<file path="src/rtl/ysyx_22040931_ifu_pkg.sv">
// ----------------------------------------------------------------------------
// ysyx_22040931_ifu_pkg
// Shared definitions for the instruction fetch unit:
//   - ysyx_22040931_PC_BUS   : program counter width
//   - ysyx_22040931_INST_BUS : instruction width
//   - ysyx_22040931_NOP      : instruction offered for a misaligned PC
//   - ifu_state_e            : fetch FSM state encodings
//   - select_word()          : picks the 32-bit half of a doubleword
// ----------------------------------------------------------------------------
package ysyx_22040931_ifu_pkg;

   localparam int ysyx_22040931_PC_BUS   = 64;
   localparam int ysyx_22040931_INST_BUS = 32;
   localparam int ysyx_22040931_DATA_BUS = 2 * ysyx_22040931_INST_BUS;

   localparam logic [ysyx_22040931_INST_BUS-1:0] ysyx_22040931_NOP = 32'h0000_0013;

   // DROP waits for the response of a request that was already granted when a
   // redirect arrived, so the stale data can never be mistaken for a new fetch.
   typedef enum logic [2:0] {
      IFU_IDLE = 3'd0,
      IFU_REQ  = 3'd1,
      IFU_WAIT = 3'd2,
      IFU_HOLD = 3'd3,
      IFU_DROP = 3'd4
   } ifu_state_e;

   // Memory returns a whole doubleword; address bit 2 selects the upper word.
   function automatic logic [ysyx_22040931_INST_BUS-1:0] select_word(
      input logic [ysyx_22040931_DATA_BUS-1:0] rdata,
      input logic                              upper
   );
      return upper ? rdata[ysyx_22040931_DATA_BUS-1:ysyx_22040931_INST_BUS]
                   : rdata[ysyx_22040931_INST_BUS-1:0];
   endfunction

endpackage

</file>
<file path="src/rtl/ysyx_22040931_ifu.sv">
// ----------------------------------------------------------------------------
// ysyx_22040931_ifu
// Instruction fetch unit. Accepts a PC from the PC stage, issues one
// doubleword read to instruction memory, and offers the selected 32-bit
// instruction to decode with a valid/ready handshake. Misaligned PCs skip the
// memory access and are offered as a NOP flagged with id_misalign.
//
// Ports:
//   clock, reset           : clock, synchronous active-high reset
//   flush                  : redirect, kills the fetch in flight
//   pc_valid, pc, if_ready : PC handshake from the PC stage
//   mem_req, mem_addr      : instruction memory request (doubleword aligned)
//   mem_gnt                : memory accepted the request
//   mem_rvalid, mem_rdata  : memory read response
//   id_valid, id_ready     : handshake toward decode
//   id_pc, id_instr        : offered PC and instruction
//   id_misalign            : offered PC had pc[1:0] != 0
// ----------------------------------------------------------------------------
module ysyx_22040931_ifu
   import ysyx_22040931_ifu_pkg::*;
(
   input  logic                              clock,
   input  logic                              reset,
   input  logic                              flush,
   input  logic                              pc_valid,
   input  logic [ysyx_22040931_PC_BUS-1:0]   pc,
   output logic                              if_ready,
   output logic                              mem_req,
   output logic [ysyx_22040931_PC_BUS-1:0]   mem_addr,
   input  logic                              mem_gnt,
   input  logic                              mem_rvalid,
   input  logic [ysyx_22040931_DATA_BUS-1:0] mem_rdata,
   output logic                              id_valid,
   input  logic                              id_ready,
   output logic [ysyx_22040931_PC_BUS-1:0]   id_pc,
   output logic [ysyx_22040931_INST_BUS-1:0] id_instr,
   output logic                              id_misalign
);

   ifu_state_e                        state_q, state_d;
   logic [ysyx_22040931_PC_BUS-1:0]   pc_q, pc_d;
   logic [ysyx_22040931_INST_BUS-1:0] instr_q, instr_d;
   logic                              misalign_q, misalign_d;
   logic                              accept;

   // Handshake and memory-side outputs are decoded straight from the state.
   // mem_req deliberately ignores flush: a flush in REQ is resolved by looking
   // at mem_gnt, so the request must stay stable for the memory in that cycle.
   always_comb begin
      if_ready = ~flush & ((state_q == IFU_IDLE) | ((state_q == IFU_HOLD) & id_ready));
      accept   = pc_valid & if_ready;
      mem_req  = (state_q == IFU_REQ);
      mem_addr = {pc_q[ysyx_22040931_PC_BUS-1:3], 3'b000};
      id_valid = (state_q == IFU_HOLD) & ~flush;
      id_pc    = pc_q;
      id_instr = instr_q;
      id_misalign = misalign_q;
   end

   // Next-state logic. Flush is handled first so it wins over pc_valid and
   // id_ready. A granted request whose response has not yet arrived must go
   // through DROP to swallow that response; otherwise the unit idles at once.
   // Accepting a PC in HOLD gives back-to-back throughput toward decode.
   always_comb begin
      state_d    = state_q;
      pc_d       = pc_q;
      instr_d    = instr_q;
      misalign_d = misalign_q;

      if (flush) begin
         case (state_q)
            IFU_REQ:  state_d = mem_gnt    ? IFU_DROP : IFU_IDLE;
            IFU_WAIT: state_d = mem_rvalid ? IFU_IDLE : IFU_DROP;
            IFU_DROP: state_d = mem_rvalid ? IFU_IDLE : IFU_DROP;
            default:  state_d = IFU_IDLE;
         endcase
      end else begin
         case (state_q)
            IFU_IDLE, IFU_HOLD: begin
               if (accept) begin
                  pc_d = pc;
                  if (pc[1:0] == 2'b00) begin
                     state_d = IFU_REQ;
                  end else begin
                     state_d    = IFU_HOLD;
                     instr_d    = ysyx_22040931_NOP;
                     misalign_d = 1'b1;
                  end
               end else if ((state_q == IFU_HOLD) && id_ready) begin
                  state_d = IFU_IDLE;
               end
            end
            IFU_REQ: begin
               if (mem_gnt) begin
                  state_d = IFU_WAIT;
               end
            end
            IFU_WAIT: begin
               if (mem_rvalid) begin
                  state_d    = IFU_HOLD;
                  instr_d    = select_word(mem_rdata, pc_q[2]);
                  misalign_d = 1'b0;
               end
            end
            IFU_DROP: begin
               if (mem_rvalid) begin
                  state_d = IFU_IDLE;
               end
            end
            default: state_d = IFU_IDLE;
         endcase
      end
   end

   // State registers. Reset drops any outstanding transaction outright since
   // the memory is reset alongside this unit.
   always_ff @(posedge clock) begin
      if (reset) begin
         state_q    <= IFU_IDLE;
         pc_q       <= '0;
         instr_q    <= '0;
         misalign_q <= 1'b0;
      end else begin
         state_q    <= state_d;
         pc_q       <= pc_d;
         instr_q    <= instr_d;
         misalign_q <= misalign_d;
      end
   end

endmodule

</file>
<file path="config.mk">
export PLATFORM = sky130hd
export DESIGN_NAME = ysyx_22040931_ifu
export DESIGN_NICKNAME = d
export VERILOG_FILES = /design/src/rtl/ysyx_22040931_ifu_pkg.sv /design/src/rtl/ysyx_22040931_ifu.sv
export SDC_FILE = /design/constraint.sdc
export NUM_CORES = 1
export LEC_CHECK = 0
export ABC_AREA = 1
export CORE_AREA = 2 2 115 117
export DETAILED_ROUTE_END_ITERATION = 10
export DIE_AREA = 0 0 117 119
export DONT_BUFFER_PORTS = 1
export PLACE_DENSITY = 0.51
export SETUP_SLACK_MARGIN = 0.05
export SYNTH_ARGS = -nofsm -noshare
export SYNTH_HDL_FRONTEND = slang
export SYNTH_SLANG_ARGS = --single-unit
</file>
<file path="constraint.sdc">
create_clock -name clock -period 2.58 [get_ports clock]
set_input_delay 0.387 -clock clock [delete_from_list [all_inputs] [get_ports clock]]
set_output_delay 0.387 -clock clock [all_outputs]
set_load 0.05 [all_outputs]
</file>
==> results.sh <==
export IMPL_slew_headroom=0.334
export IMPL_hold_viol=0
export IMPL_synth_warning_count=0
export IMPL_synthAdderAreaFrac=0
export IMPL_antenna_cells=0
export IMPL_end_kind="output pin"
export IMPL_peakVddDrop_uv=337
export IMPL_grt_overflow_total=0
export IMPL_first_iter_violations=194
export IMPL_setup_viol=0
export IMPL_grt_pass1_wl_mm=18.1
export IMPL_dpl_cell_area_mm2=0.00451
export IMPL_clkTransAtPathRegs_ns=0.07
export IMPL_min_path_cells=1
export IMPL_ios=299
export IMPL_ant_nets=0
export IMPL_design_area_mm2=0.00483
export IMPL_cts_buffer_depth=2
export IMPL_r2r_slack_ns=0.53
export IMPL_gr_usage_all_layers=0.167
export IMPL_post_cts_repair_setup_buffers=0
export IMPL_tritoncts="done"
export IMPL_synth_top_family_by_area="simple AND/OR/NAND/NOR gates"
export IMPL_synth_top_area_share=0.424
export IMPL_grt_max_degree=101
export IMPL_cts_resized=0
export IMPL_yosys_area_share_xor_xnor=0
export IMPL_gp_congestion=0.755
export IMPL_drive_gt1_frac=0.0906
export IMPL_async_flop_share=0
export IMPL_dp_hpwl_mm=8.39
export IMPL_cts_max_level=3
export IMPL_holdBufCountCts=0
export IMPL_fmax_mhz=469
export IMPL_r2r_start="state_q[0]"
export IMPL_synth_compound_gate_area_share=0.110
export IMPL_startpoint="state_q[0]"
export IMPL_status="completed"
export IMPL_clock_sinks=100
export IMPL_grt_pass1_vias=3471
export IMPL_cp_endpoint="if_ready"
export IMPL_antenna_found_initial=0
export IMPL_cp_start_kind="flip-flop"
export IMPL_synth_cell_types=24
export IMPL_rsz0062_at_grt="false"
export IMPL_syn_inst=682
export IMPL_drt_total_wl_mm=12.1
export IMPL_skew_ns=0.00733
export IMPL_synth_area_mux_share=0
export IMPL_cts_root_buf="clkbuf_16"
export IMPL_dr_pass1_iters=4
export IMPL_finish_utilization=0.375
export IMPL_die_height_um=119
export IMPL_min_period_ns=2.13
export IMPL_synth_most_common_cell="nand2_1"
export IMPL_coreArea_mm2=0.0129
export IMPL_start_util=0.367
export IMPL_synthTopCellsByArea="dfxtp_1, nand2_1, buf_4, nand3_1, a21oi_1"
export IMPL_areaGrowthSynthToFinish_pct=2.12
export IMPL_synth_edf_count=0
export IMPL_rows=42
export IMPL_crit_fanout=30
export IMPL_synthSimpleGateAreaFrac=0.308
export IMPL_cts_buffers=9
export IMPL_power_leakage_nw=1.88
export IMPL_ys_seq_area_frac=0.424
export IMPL_yosys_top_cells_count="nand2_1, dfxtp_1, nand3_1"
export IMPL_synthesis_area_mm2=0.00473
export IMPL_min_period_over_period=0.826
export IMPL_avgRoutedWirePerCell_um=15.2
export IMPL_hp_class="in -> reg"
export IMPL_drc=0
export IMPL_crit_type="reg -> out"
export IMPL_finalMaxSlewViolations=0
export IMPL_viasPerCell=4.99
export IMPL_whs_ns=0.111
export IMPL_die_x_um=117
export IMPL_dieArea_mm2=0.0139
export IMPL_fillCellCount=1374
export IMPL_tns_ns=0
export IMPL_synthFlopType="dfxtp_1"
export IMPL_power_density_mw_per_mm2=805
export IMPL_required_ns=2.19
export IMPL_worst_slew_pin_slew_ns=0.998
export IMPL_clk_latency_ns=0.34
export IMPL_port_buffers=0
export IMPL_via_count=3965
export IMPL_crit_arrival_ns=1.74
export IMPL_synth_seq_cells=100
export IMPL_synth_area_leader_cell="dfxtp_1"
export IMPL_fin_nets=749
export IMPL_reg2reg_to="id_instr[13]"
export IMPL_r2r_cells=10
export IMPL_drv_cap=0
export IMPL_avgSynthCellArea_um2=6.93
[layout make-up]
cell class | count | area (µm²) | area share
clock inverter | 3 | 45.0 | 0.00933
clock buffer | 12 | 267 | 0.0552
tap | 176 | 220 | 0.0456
sequential | 100 | 2000 | 0.415
inverter | 13 | 50.0 | 0.0104
multi-input combinational | 460 | 2000 | 0.415
timing repair buffer | 30 | 238 | 0.0493
[worst max-delay path: stages (launching register included)]
cell and delay [ns]:
dfxtp_1 0.48, nand4_1 0.29, a21oi_4 0.21, buf_4 0.39
[registers in the layout (all words and copies together) (netlist names)]
signal,count
state_q,3
id_misalign,1
id_instr,32
id_pc,64
[through the flow]
stage               power, mW  std cells  worst slack (ns)
global placement         2.52        779             0.660
floorplan                2.53        684             0.295
finish                   3.89        794             0.448
global route             4.08        794             0.296
CTS                      3.95        794             0.438
detailed placement       2.53        779             0.563
[worst min-delay path by stage]
stage / slack [ns] / startpoint / to
after CTS: 0.10 / reset / id_instr[4]
after floorplan: 0.51 / state_q[1] / state_q[1]
after global placement: 0.45 / id_pc[33] / id_pc[33]
final: 0.11 / reset / id_instr[19]
after global routing: 0.09 / reset / id_instr[19]
after detailed placement: 0.45 / id_pc[44] / id_pc[44]
[routing by layer]
metal | wire [µm] | GRT usage
met1 | 4910 | 0.188
met2 | 5740 | 0.283
met3 | 1260 | 0.0606
met4 | 189 | 0.0669
met5 | 0 | 0
[cell families (layout without fill, tap and decap cells)]
family,after synthesis,after routing
AO/OA/AOI/OAI,103,103
flip-flops,100,100
buffers and inverters,124,58
AND/OR/NAND/NOR,354,354
other,1,3
[where the power goes]
group	total, mW	switching (mW)	internal, mW
registers	2.04	0.412	1.63
clock network	1.40	0.573	0.826
logic	0.446	0.319	0.128
total	3.89	1.30	2.58
[placed cells by master (no fill, tap or decap), drive strengths merged]
cell type / Yosys / final
a211oi: 1 / 1
a21oi: 72 / 72
buf: 80 / 30
bufinv: 0 / 1
clkbuf: 31 / 12
clkinv: 2 / 2
clkinvlp: 0 / 2
conb: 1 / 3
dfxtp: 100 / 100
inv: 11 / 11
nand2: 237 / 237
nand3: 75 / 75
nand4: 4 / 4
nor2: 34 / 34
nor3: 3 / 3
o21ai: 30 / 30
or2: 1 / 1
No activity file was read; power rests on OpenSTA's default activity.
